<file path="config.mk">
export PLATFORM = sky130hd
export DESIGN_NAME = countdown_timer
export DESIGN_NICKNAME = d
export VERILOG_FILES = /design/src/rtl/countdown_timer.sv
export SDC_FILE = /design/constraint.sdc
export NUM_CORES = 1
export LEC_CHECK = 0
export ABC_CLOCK_PERIOD_IN_PS = 3000
export BUFFER_PORTS_ARGS = -buffer_cell sky130_fd_sc_hd__clkbuf_2
export CORE_UTILIZATION = 35
export CTS_CLUSTER_SIZE = 25
export DETAILED_ROUTE_END_ITERATION = 7
export HOLD_SLACK_MARGIN = 0.02
export SKIP_CTS_REPAIR_TIMING = 1
export SLEW_MARGIN = 20
export SYNTH_ARGS = -nofsm -noshare
export SYNTH_HDL_FRONTEND = slang
export SYNTH_SLANG_ARGS = --single-unit
export TNS_END_PERCENT = 5
</file>
<file path="constraint.sdc">
create_clock -name i_Clk -period 3 [get_ports i_Clk]
set_input_delay 0.45 -clock i_Clk [delete_from_list [all_inputs] [get_ports i_Clk]]
set_output_delay 0.45 -clock i_Clk [all_outputs]
set_load 0.01 [all_outputs]
</file>
<file path="src/rtl/countdown_timer.sv">
// Three-digit BCD countdown timer with button-edited preset, pause/cancel and 7-segment outputs.
// Define TIMER_RELOAD_EN to reload the preset on expiry (periodic alarm pulse) instead of stopping in DONE.
module countdown_timer #(
  parameter int unsigned LST_CLK = 100_000_000/10 - 1
) (
  input  logic       i_Clk,
  input  logic       i_Rst,
  input  logic       i_fStart,
  input  logic       i_fStop,
  input  logic       i_fSel,
  input  logic       i_fInc,
  output logic [6:0] o_Sec0,
  output logic [6:0] o_Sec1,
  output logic [6:0] o_Sec2,
  output logic [1:0] o_Sel,
  output logic       o_Alarm
);

  localparam int PW = (LST_CLK > 0) ? $clog2(LST_CLK + 1) : 1;
  localparam logic [PW-1:0] PRESC_LAST = PW'(LST_CLK);

  typedef enum logic [1:0] {ST_IDLE, ST_RUN, ST_PAUSE, ST_DONE} state_t;

  state_t        state_q, state_d;
  logic [11:0]   preset_q, preset_d;
  logic [11:0]   cnt_q, cnt_d;
  logic [1:0]    sel_q, sel_d;
  logic [PW-1:0] presc_q, presc_d;
  logic          alarm_q, alarm_d;
  logic [3:0]    btn_prev_q, btn_now, btn_ev;
  logic          start_ev, stop_ev, sel_ev, inc_ev, tick, term;
  logic [11:0]   disp;

  function automatic logic [3:0] bcd_inc(input logic [3:0] d);
    return (d == 4'd9) ? 4'd0 : d + 4'd1;
  endfunction

  function automatic logic [11:0] bcd_dec(input logic [11:0] v);
    logic [3:0] d0, d1, d2;
    d0 = v[3:0];
    d1 = v[7:4];
    d2 = v[11:8];
    if (d0 != 4'd0) begin
      d0 = d0 - 4'd1;
    end else begin
      d0 = 4'd9;
      if (d1 != 4'd0) begin
        d1 = d1 - 4'd1;
      end else begin
        d1 = 4'd9;
        d2 = (d2 != 4'd0) ? d2 - 4'd1 : 4'd0;
      end
    end
    return {d2, d1, d0};
  endfunction

  // Segment order gfedcba, active-high.
  function automatic logic [6:0] fnd(input logic [3:0] d);
    case (d)
      4'd0:    return 7'b0111111;
      4'd1:    return 7'b0000110;
      4'd2:    return 7'b1011011;
      4'd3:    return 7'b1001111;
      4'd4:    return 7'b1100110;
      4'd5:    return 7'b1101101;
      4'd6:    return 7'b1111101;
      4'd7:    return 7'b0000111;
      4'd8:    return 7'b1111111;
      4'd9:    return 7'b1101111;
      default: return 7'b0000000;
    endcase
  endfunction

  assign btn_now  = {i_fStart, i_fStop, i_fSel, i_fInc};
  assign btn_ev   = ~btn_now & btn_prev_q;
  assign start_ev = btn_ev[3];
  assign stop_ev  = btn_ev[2];
  assign sel_ev   = btn_ev[1];
  assign inc_ev   = btn_ev[0];
  assign tick     = (presc_q == PRESC_LAST);
  assign term     = tick && (cnt_q == 12'h001);

  // Next-state logic for the FSM and all datapath registers.
  always_comb begin
    state_d  = state_q;
    preset_d = preset_q;
    cnt_d    = cnt_q;
    sel_d    = sel_q;
    presc_d  = presc_q;
    alarm_d  = 1'b0;
    case (state_q)
      ST_IDLE: begin
        presc_d = {PW{1'b0}};
        if (sel_ev) sel_d = (sel_q == 2'd2) ? 2'd0 : sel_q + 2'd1;
        else        sel_d = sel_q;
        if (inc_ev) begin
          case (sel_q)
            2'd0:    preset_d[3:0]  = bcd_inc(preset_q[3:0]);
            2'd1:    preset_d[7:4]  = bcd_inc(preset_q[7:4]);
            2'd2:    preset_d[11:8] = bcd_inc(preset_q[11:8]);
            default: preset_d       = preset_q;
          endcase
        end else begin
          preset_d = preset_q;
        end
        if (start_ev && !stop_ev && (preset_q != 12'h000)) begin
          cnt_d   = preset_q;
          state_d = ST_RUN;
        end else begin
          state_d = ST_IDLE;
        end
      end
      ST_RUN: begin
        presc_d = tick ? {PW{1'b0}} : presc_q + PW'(1);
        if (term) begin
`ifdef TIMER_RELOAD_EN
          cnt_d   = preset_q;
          alarm_d = 1'b1;
`else
          cnt_d   = 12'h000;
          state_d = ST_DONE;
`endif
        end else if (tick) begin
          cnt_d = bcd_dec(cnt_q);
        end else begin
          cnt_d = cnt_q;
        end
        // A terminal tick without reload wins over a pause request.
        if (stop_ev) begin
          state_d = ST_IDLE;
          presc_d = {PW{1'b0}};
        end else if (start_ev && (state_d != ST_DONE)) begin
          state_d = ST_PAUSE;
        end else begin
          state_d = state_d;
        end
      end
      ST_PAUSE: begin
        if (stop_ev) begin
          state_d = ST_IDLE;
          presc_d = {PW{1'b0}};
        end else if (start_ev) begin
          state_d = ST_RUN;
        end else begin
          state_d = ST_PAUSE;
        end
      end
      ST_DONE: begin
        cnt_d = 12'h000;
        if (start_ev || stop_ev) state_d = ST_IDLE;
        else                     state_d = ST_DONE;
      end
      default: state_d = ST_IDLE;
    endcase
`ifndef TIMER_RELOAD_EN
    alarm_d = (state_d == ST_DONE);
`endif
  end

  // State and datapath registers.
  always_ff @(posedge i_Clk or negedge i_Rst) begin
    if (!i_Rst) begin
      state_q    <= ST_IDLE;
      preset_q   <= 12'h000;
      cnt_q      <= 12'h000;
      sel_q      <= 2'd0;
      presc_q    <= {PW{1'b0}};
      alarm_q    <= 1'b0;
      btn_prev_q <= 4'b1111;
    end else begin
      state_q    <= state_d;
      preset_q   <= preset_d;
      cnt_q      <= cnt_d;
      sel_q      <= sel_d;
      presc_q    <= presc_d;
      alarm_q    <= alarm_d;
      btn_prev_q <= btn_now;
    end
  end

  assign disp    = (state_q == ST_IDLE) ? preset_q : cnt_q;
  assign o_Sec0  = fnd(disp[3:0]);
  assign o_Sec1  = fnd(disp[7:4]);
  assign o_Sec2  = fnd(disp[11:8]);
  assign o_Sel   = sel_q;
  assign o_Alarm = alarm_q;

endmodule

</file>
==> results.sh, run 1 <==
export IMPL_status="completed"
export IMPL_synth_top_area_share_pct=33.2
export IMPL_synth_compound_area_share_pct=16.7
export IMPL_synth_top_family_by_area="simple AND/OR/NAND/NOR gates"
export IMPL_grt_use_met1_pct=22.0
export IMPL_n_antenna_cell=0
export IMPL_synth_nets=466
export IMPL_synthToLayoutAreaGrowth_pct=14.8
export IMPL_register_area_um2=1430
export IMPL_antenna_found_initial=0
export IMPL_dr_pass1_iters=4
export IMPL_finalHoldViolCount=0
export IMPL_grt_use_met2_pct=29.1
export IMPL_path_clk_slew_ps=50
export IMPL_worstSetupStartpoint="state_q[0]$_DFF_PN0_"
export IMPL_synth_seq_cells=57
export IMPL_yosys_top_cells_count="dfrtp_1 (53), nand2_1 (45), nor2_1 (40)"
export IMPL_yosys_mux_area_fraction_pct=7.30
export IMPL_yosys_area_share_adder_pct=7.52
export IMPL_end_kind="output port"
export IMPL_routed_wirelength_mm=9.49
export IMPL_peakVddDrop_v=0.000507
export IMPL_setup_tns_ps=0
export IMPL_syn_avg_cell_area_um2=9.16
export IMPL_power_mw=4.12
export IMPL_top_usage_layer="met2"
export IMPL_p_seq_share_pct=30.0
export IMPL_synthTopCellsByArea="dfrtp_1 (33%), ha_1 (7.5%), mux2i_1 (5.5%), nand2_1 (4.2%), nor2_1 (3.8%)"
export IMPL_synth_simple_gate_area_share_pct=23.3
export IMPL_relSlewSlack_pct=46.4
export IMPL_synth_area_leader_cell="dfrtp_1"
export IMPL_route_detailed_drc=0
export IMPL_drt_iter0_markers=190
export IMPL_synthMostInstantiatedCell="dfrtp_1"
export IMPL_internal_power_mw=2.39
export IMPL_r2r_slack_ps=480
export IMPL_synth_edf_count=0
export IMPL_cts_sink_count=57
export IMPL_p_leak_nw=2.10
export IMPL_fin_worst_skew_ps=9.31
export IMPL_dpl_cell_area_um2=4310
export IMPL_fp_row_count=38
export IMPL_critPathMaxFanout=20
export IMPL_grt_max_degree=31
export IMPL_port_buffers=29
export IMPL_fmax_mhz=354
export IMPL_synth_xor_area_share_pct=4.82
export IMPL_maxCapViolations=0
export IMPL_min_period_over_period_pct=94.1
export IMPL_switching_power_mw=1.73
export IMPL_grt_overflow_total=0
export IMPL_timing_rr_start="presc_q[0]$_DFFE_PN0P_"
export IMPL_hpwlAfterDp_mm=6.85
export IMPL_design_area_um2=4580
export IMPL_p_sw_share_pct=42.0
export IMPL_syn_inst=436
export IMPL_wl_per_cell_um=15.4
export IMPL_rr_worst_depth=7
export IMPL_synth_ff_type="dfrtp_1"
export IMPL_cts_tree="built"
export IMPL_fp_dieArea_um2=11800
export IMPL_yosys_warnings=0
export IMPL_power_density_nw_per_um2=900
export IMPL_die_w_um=109
export IMPL_worstSkewPairLatency_ps=330
export IMPL_setup_worst_path_start_class="register"
export IMPL_fp_coreArea_um2=11000
export IMPL_period_minus_slack_ps=2820
export IMPL_fp_dieH_um=109
export IMPL_track_usage_pct=17.4
export IMPL_mappedNetlistArea_um2=3990
export IMPL_drv_slew=0
export IMPL_io_pin_count=30
export IMPL_p_clk_share_pct=22.4
export IMPL_path_class="register to output port"
export IMPL_setup_viol=0
export IMPL_ant_nets=0
export IMPL_worstMarginPinSlew_ps=803
export IMPL_clk_path_buf_depth=2
export IMPL_drt_vias_per_instance=5.36
export IMPL_fin_util_pct=41.7
export IMPL_met3_usage_pct=2.81
export IMPL_dp_cells=599
export IMPL_synthArstFlopShare_pct=100
export IMPL_hold_ws_ps=206
export IMPL_stdcell_count=615
export IMPL_layout_nets=500
export IMPL_start_util_pct=36.4
export IMPL_synth_cell_types=72
export IMPL_dp_slack_ps=403
export IMPL_crit_end="o_Sec0[3]"
export IMPL_gp_congestion=0.813
export IMPL_vias=3294
export IMPL_yosysSeqAreaShare_pct=35.8
export IMPL_setup_ws_ps=177
export IMPL_numCtsBuffers=9
export IMPL_required_ps=2550
export IMPL_r2r_end="presc_q[3]$_DFFE_PN0P_"
export IMPL_drive_above_1_share_pct=18.1
export IMPL_grt_pass1_vias=3267
export IMPL_cts_root_buffer="clkbuf_16"
export IMPL_h_tree_depth=3
export IMPL_grt_pass1_wl_mm=15.8
export IMPL_min_path_type="input pin to async pin"
export IMPL_worst_ep_arrival_time_ps=2370
export IMPL_multiInputGateArea_um2=2390
export IMPL_power_share_combinational_pct=47.6
export IMPL_fill_cells=1067
layout make-up:
cell class | count | share of cell area, %
tap | 140 | 3.82
inverter | 20 | 1.64
clock buffer | 12 | 5.38
timing repair buffer | 40 | 5.24
sequential | 57 | 31.2
multi-input combinational | 342 | 52.3
clock inverter | 4 | 0.437
flip-flops by register name, summed over array words and instances (netlist names):
register / count
o_Sel: 2
preset_q: 12
btn_prev_q: 4
state_q: 2
cnt_q: 12
presc_q: 24
o_Alarm: 1
power groups by stage:
stage	clock network (mW)	registers [mW]	logic, mW
2_1_floorplan	0	1.11	1.43
3_3_place_gp	0	1.23	1.91
3_5_place_dp	0	1.24	1.95
4_1_cts	0.944	1.22	1.97
5_1_grt	0.983	1.27	2.22
6_report	0.925	1.24	1.96
cell families after synthesis:
family	count (synthesis)
AND/OR/NAND/NOR	175
buffers and inverters	37
flip-flops	57
XOR/XNOR	22
adder cells (fa/ha/maj)	24
AO/OA/AOI/OAI	93
multiplexers	28
worst min path at each step:
stage	slack, ps	cells after the start	start	endpoint
after floorplan	150	0	i_Rst	cnt_q[0]$_DFFE_PN0P_
after global placement	530	1	cnt_q[8]$_DFFE_PN0P_	cnt_q[8]$_DFFE_PN0P_
after detailed placement	530	1	cnt_q[8]$_DFFE_PN0P_	cnt_q[8]$_DFFE_PN0P_
after CTS	220	1	i_fStart	btn_prev_q[3]$_DFF_PN1_
after global routing	230	1	i_fInc	btn_prev_q[0]$_DFF_PN1_
final	210	1	i_Rst	presc_q[19]$_DFFE_PN0P_
critical path: stages, from the launching register on:
cell and delay (ps):
dfrtp_1 370, nor2_1 120, buf_4 300, mux2i_1 660, nor2_1 130, o21ai_0 210
o21ai_0 120, clkbuf_2 140
routing by layer:
| metal | vias up | wire (µm) |
|---|---|---|
| li1 | 1654 | - |
| met1 | 1579 | 4580 |
| met2 | 49 | 4510 |
| met3 | 12 | 234 |
| met4 | 0 | 176 |
| met5 | - | 0 |
placed cells by master (no fill, tap or decap), types with 3 or more instances in the layout:
cell type,Yosys,layout
buf_4,1,10
nor2b_1,7,7
or4_1,3,3
ha_1,24,24
and3_1,4,4
clkbuf_2,0,29
dfstp_2,4,4
a22o_1,9,9
nand2b_1,4,4
nor4b_1,4,4
a31oi_1,8,8
inv_1,20,20
nand4_1,11,11
nor3_1,9,9
clkbuf_16,0,9
dfrtp_1,53,53
nor4_1,6,6
or2_2,3,3
o21ai_0,21,21
and4_1,4,4
nand3_1,12,12
xnor2_1,10,10
nor2_1,40,40
mux2i_2,0,3
xor2_1,12,12
nand2_1,45,45
a21oi_1,14,14
a21o_1,12,12
mux2_2,5,5
o31ai_1,3,3
nor3b_1,4,4
clkinv_2,0,4
mux2i_1,22,19
Note: power is estimated with default switching activity, not from simulation.
==> run 2, diff against run 1 <==
--- a/config.mk
+++ b/config.mk
@@ -11,8 +11,8 @@
 export CTS_CLUSTER_SIZE = 25
 export DETAILED_ROUTE_END_ITERATION = 7
 export HOLD_SLACK_MARGIN = 0.02
+export PLACE_DENSITY = 0.49
 export SKIP_CTS_REPAIR_TIMING = 1
-export SLEW_MARGIN = 20
 export SYNTH_ARGS = -nofsm -noshare
 export SYNTH_HDL_FRONTEND = slang
 export SYNTH_SLANG_ARGS = --single-unit
==> results.sh, run 2 (synthesis gave the netlist of run 1 again) <==
export IMPL_status="completed"
export IMPL_largest_reg_flops=24
export IMPL_io_pin_count=30
export IMPL_worstSetupStartpoint="state_q[0]$_DFF_PN0_"
export IMPL_fp_dieArea_um2=11800
export IMPL_numCtsBuffers=9
export IMPL_top_register="presc_q"
export IMPL_fmax_mhz=372
export IMPL_fin_worst_skew_ps=7.12
export IMPL_required_ps=2550
export IMPL_worstMarginPinSlew_ps=789
export IMPL_cts_tree="built"
export IMPL_worst_ep_arrival_time_ps=2230
export IMPL_min_period_over_period_pct=89.5
export IMPL_port_buffers=29
export IMPL_min_delay_start="i_fStart"
export IMPL_critPathMaxFanout=20
export IMPL_track_usage_pct=17.5
export IMPL_grt_max_degree=58
export IMPL_worstSkewPairLatency_ps=330
export IMPL_timing_rr_start="presc_q[13]$_DFFE_PN0P_"
export IMPL_path_clk_slew_ps=50
export IMPL_peakVddDrop_v=0.000441
export IMPL_antenna_found_initial=0
export IMPL_dr_pass1_iters=4
export IMPL_reg_top3="presc_q x24, cnt_q x12, preset_q x12"
export IMPL_finalHoldViolCount=0
export IMPL_ant_nets=0
export IMPL_fp_dieH_um=109
export IMPL_wl_per_cell_um=15.5
export IMPL_grt_pass1_wl_mm=15.8
export IMPL_clk_path_buf_depth=2
export IMPL_grt_overflow_total=0
export IMPL_h_tree_depth=3
export IMPL_rsz0062_at_grt="false"
export IMPL_vias=3298
export IMPL_relSlewSlack_pct=46.6
export IMPL_hold_ws_ps=226
export IMPL_fill_cells=1063
export IMPL_drt_iter0_markers=121
export IMPL_cts_root_buffer="clkbuf_16"
export IMPL_hpwlAfterDp_mm=6.95
export IMPL_drt_vias_per_instance=5.33
export IMPL_synthToLayoutAreaGrowth_pct=16.1
export IMPL_end_kind="output port"
export IMPL_gp_congestion=0.816
export IMPL_cts_sink_count=57
export IMPL_route_detailed_drc=0
export IMPL_layout_nets=504
export IMPL_final_common_cell="dfrtp_1"
export IMPL_p_leak_nw=2.14
export IMPL_path_class="register to output port"
export IMPL_grt_pass1_vias=3135
export IMPL_maxCapViolations=0
export IMPL_layout_common_cells="dfrtp_1 (53), nand2_1 (45), nor2_1 (40), clkbuf_2 (29), ha_1 (24)"
export IMPL_min_path_type="input pin to register"
export IMPL_setup_viol=0
export IMPL_fp_coreArea_um2=11000
export IMPL_period_minus_slack_ps=2680
export IMPL_setup_worst_path_start_class="register"
export IMPL_setup_tns_ps=0
export IMPL_n_antenna_cell=0
export IMPL_drive_above_1_share_pct=18.4
export IMPL_start_util_pct=36.4
export IMPL_drv_slew=0
export IMPL_power_density_nw_per_um2=920
export IMPL_routed_wirelength_mm=9.62
export IMPL_die_w_um=109
export IMPL_fp_row_count=38
==> run 2: cell types whose count changed in the layout (fill, tap and decap cells not counted), sizes merged <==
| cell | change |
|---|---|
| bufinv | +1 |
| clkbuf | +2 |
| clkinv | -3 |
| buf | +4 |
==> run 2: metrics by stage <==
stage	power (mW)	worst slack [ps]	cell area [µm²]	util (%)	instances
3_3_place_gp	3.20	531	4320	39.4	603
3_5_place_dp	3.23	534	4320	39.4	603
2_1_floorplan	2.54	602	3990	-	436
4_1_cts	4.30	176	4630	42.2	619
6_report	4.26	315	4640	42.2	619
5_1_grt	4.63	81.9	4640	42.2	619
==> run 2: path summary, 6_finish.rpt <==
check	to	slack [ps]	cells past startpoint
worst max-delay path	o_Sec2[5]	320	9
worst min-delay path	btn_prev_q[3]$_DFF_PN1_	230	1
worst max register to register	presc_q[15]$_DFFE_PN0P_	530	5
worst min register to register	cnt_q[8]$_DFFE_PN0P_	550	1
max in group asynchronous	presc_q[9]$_DFFE_PN0P_	2210	2
min in group asynchronous	cnt_q[1]$_DFFE_PN0P_	290	2
==> run 2: critical path, stage by stage (launching register included) <==
cell,delay [ps]
dfrtp_1,340
nor2_1,50
buf_4,200
o21ai_0,430
inv_1,200
ha_1,240
nand2_1,70
o21ai_0,80
a21o_1,180
clkbuf_2,120
==> run 2: power by group <==
part	switching (mW)	internal [mW]
logic	1.09	0.903
registers	0.275	0.942
clock network	0.346	0.709
total	1.71	2.55
==> run 2: final cells by class <==
| type | instances | area [µm²] | area share (%) |
|---|---|---|---|
| Sequential cell | 57 | 1430 | 30.9 |
| Clock buffer | 14 | 274 | 5.91 |
| Inverter | 20 | 75.1 | 1.62 |
| Tap cell | 140 | 175 | 3.78 |
| Clock inverter | 2 | 35.0 | 0.756 |
| Multi-Input combinational cell | 342 | 2390 | 51.5 |
| Timing Repair Buffer | 44 | 258 | 5.56 |
==> run 2: metal layers <==
layer	up-vias	part of all wire (%)	routed length, µm	track usage [%]
li1	1650	-	-	-
met1	1593	48	4660	22.5
met2	42	47	4530	28.6
met3	13	2.9	276	4.30
met4	0	1.5	145	6.08
met5	-	0	0	0
==> run 3, diff against run 2 <==
--- a/config.mk
+++ b/config.mk
@@ -5,12 +5,13 @@
 export SDC_FILE = /design/constraint.sdc
 export NUM_CORES = 1
 export LEC_CHECK = 0
+export ABC_AREA = 1
 export ABC_CLOCK_PERIOD_IN_PS = 3000
 export BUFFER_PORTS_ARGS = -buffer_cell sky130_fd_sc_hd__clkbuf_2
 export CORE_UTILIZATION = 35
 export CTS_CLUSTER_SIZE = 25
 export DETAILED_ROUTE_END_ITERATION = 7
-export HOLD_SLACK_MARGIN = 0.02
+export GPL_TIMING_DRIVEN = 0
 export PLACE_DENSITY = 0.49
 export SKIP_CTS_REPAIR_TIMING = 1
 export SYNTH_ARGS = -nofsm -noshare
==> results.sh, run 3 <==
export IMPL_status="completed"
export IMPL_end_kind="output port"
export IMPL_stdcell_count=770
export IMPL_start_util_pct=35.8
export IMPL_setup_viol=0
export IMPL_cts_sink_count=57
export IMPL_die_w_um=110
export IMPL_track_usage_pct=18.4
export IMPL_fp_dieArea_um2=12100
export IMPL_path_clk_slew_ps=50
export IMPL_routed_wirelength_mm=9.87
export IMPL_fmax_mhz=357
export IMPL_h_tree_depth=3
export IMPL_max_stage_delay_ps=350
export IMPL_vias=3670
export IMPL_reg_top3="presc_q x24, cnt_q x12, preset_q x12"
export IMPL_period_minus_slack_ps=2800
export IMPL_grt_overflow_total=0
export IMPL_setup_worst_path_start_class="register"
export IMPL_hpwlAfterDp_mm=7.37
export IMPL_hold_ws_ps=207
export IMPL_synth_nets=612
export IMPL_ant_nets=0
export IMPL_syn_avg_cell_area_um2=7.02
export IMPL_synthArstFlopShare_pct=100
export IMPL_grt_pass1_wl_mm=16.9
export IMPL_fp_dieH_um=110
export IMPL_synthToLayoutAreaGrowth_pct=16.6
export IMPL_drt_vias_per_instance=4.77
export IMPL_cts_root_buffer="clkbuf_16"
export IMPL_min_period_over_period_pct=93.4
export IMPL_largest_reg_flops=24
export IMPL_highest_layer="met4"
export IMPL_critPathMaxFanout=8
export IMPL_rsz0062_at_grt="true"
export IMPL_n_antenna_cell=0
export IMPL_antenna_found_initial=0
export IMPL_synth_seq_cells=57
export IMPL_worstSkewPairLatency_ps=340
export IMPL_maxCapViolations=0
export IMPL_setup_ws_ps=199
export IMPL_cp_cell_sequence="buf_4 > nor2_4 > inv_2 > o21bai_2 > inv_1 > ha_1 > or2_1 > o21ai_0 > nand2_1 > nand2_1 > clkbuf_2"
export IMPL_power_density_nw_per_um2=1180
export IMPL_numCtsBuffers=9
export IMPL_met2WireLength_mm=4.69
export IMPL_crit_family="buffers and inverters"
export IMPL_worstMarginPinSlew_ps=804
export IMPL_yosysSeqAreaShare_pct=35.0
export IMPL_dp_slack_ps=255
export IMPL_gp_congestion=0.857
export IMPL_yosys_top_cells_count="nand2_1 (163), inv_1 (79), nor2_1 (75)"
export IMPL_layout_nets=652
export IMPL_drt_iter0_markers=200
export IMPL_power_mw=5.62
export IMPL_clk_path_buf_depth=2
export IMPL_drv_slew=0
export IMPL_worst_ep_arrival_time_ps=2350
export IMPL_synth_top_area_share_pct=32.5
export IMPL_syn_inst=582
export IMPL_layout_common_cells="nand2_1 (163), inv_1 (79), nor2_1 (75), dfrtp_1 (53), nand3_1 (30)"
export IMPL_path_class="register to output port"
export IMPL_io_pin_count=30
export IMPL_mappedNetlistArea_um2=4090
export IMPL_min_path_type="input pin to register"
export IMPL_cts_tree="built"
export IMPL_dr_pass1_iters=4
export IMPL_top_register="presc_q"
export IMPL_p_leak_nw=2.41
export IMPL_fill_cells=1208
export IMPL_fp_coreArea_um2=11400
export IMPL_cpMostUsedCell="nand2_1"
export IMPL_synthMostInstantiatedCell="nand2_1"
export IMPL_dp_cells=754
export IMPL_fp_row_count=39
export IMPL_fin_util_pct=41.7
export IMPL_wl_per_cell_um=12.8
export IMPL_synth_ff_type="dfrtp_1"
export IMPL_dr_wl_met3_um=361
export IMPL_relSlewSlack_pct=46.4
export IMPL_yosys_warnings=0
export IMPL_grt_max_degree=58
export IMPL_drive_above_1_share_pct=13.9
export IMPL_route_detailed_drc=0
export IMPL_port_buffers=29
export IMPL_grt_pass1_vias=3441
export IMPL_synth_area_leader_cell="dfrtp_1"
export IMPL_synthTopCellsByArea="dfrtp_1 (32%), nand2_1 (15%), ha_1 (7.3%), inv_1 (7.3%), nor2_1 (6.9%)"
export IMPL_finalHoldViolCount=0
export IMPL_required_ps=2550
export IMPL_final_common_cell="nand2_1"
export IMPL_cpMaxStageDelayCell="dfrtp_1"
export IMPL_synth_edf_count=0
export IMPL_synth_cell_types=38
export IMPL_wl_met1_mm=4.72
export IMPL_fin_worst_skew_ps=7.59
export IMPL_peakVddDrop_v=0.000768
export IMPL_cp_buffers_inverters=4
==> run 3: area by class of cell <==
class                   count  area [µm²]  area share, %
inverters                  85         322           6.75
well taps                 143         179           3.76
repair buffers             29         148           3.10
flip-flops and latches     57        1430           30.0
plain buffers               9        67.6           1.42
clock inverters             1        30.0          0.630
clock buffers              15         298           6.25
multi-input cells         431        2290           48.0
==> run 3: power by group <==
group / switching (mW) / internal [mW]
clock: 0.355 / 0.756
sequential: 0.193 / 0.976
combinational: 2.13 / 1.21
total: 2.68 / 2.94
==> run 3: routing by layer <==
metal | vias up | global-route usage (%)
met5 | - | 0
met4 | 0 | 5.52
met3 | 7 | 4.76
met2 | 49 | 30.1
met1 | 1701 | 23.7
li1 | 1913 | -
==> run 3: path summary, 6_finish.rpt <==
path / slack, ps / startpoint / to / cells after the start
max: 200 / state_q[1]$_DFF_PN0_ / o_Sec1[3] / 11
min: 210 / i_fStart / btn_prev_q[3]$_DFF_PN1_ / 1
max reg2reg: 930 / cnt_q[4]$_DFFE_PN0P_ / cnt_q[8]$_DFFE_PN0P_ / 11
min reg2reg: 470 / cnt_q[5]$_DFFE_PN0P_ / cnt_q[5]$_DFFE_PN0P_ / 2
max in group asynchronous: 2250 / i_Rst / o_Sel[0]$_DFFE_PN0P_ / 1
min in group asynchronous: 240 / i_Rst / presc_q[2]$_DFFE_PN0P_ / 1
==> run 3: kinds of logic after synthesis <==
kind of cell,after synthesis,synth area share [%]
flip-flops,57,35.0
multiplexers,1,0.276
AND/OR/NAND/NOR,303,31.5
adder cells (fa/ha/maj),24,7.35
XOR/XNOR,21,4.50
AO/OA/AOI/OAI,82,11.9
buffers and inverters,94,9.43
==> run 3: worst reg2reg max path: cells and delay by family (launching register included) <==
kind | cells | cell delay, ps
compound gates | 1 | 300
simple gates | 8 | 980
fa+ha+maj | 1 | 180
buf+inv | 1 | 110
flops | 1 | 390
==> run 3: stage by stage <==
step                setup TNS, ps  area (µm²)
floorplan                       0        4090
global placement                0        4410
detailed placement              0        4410
CTS                          -497        4740
finish                          0        4760
global route                -57.7        4760
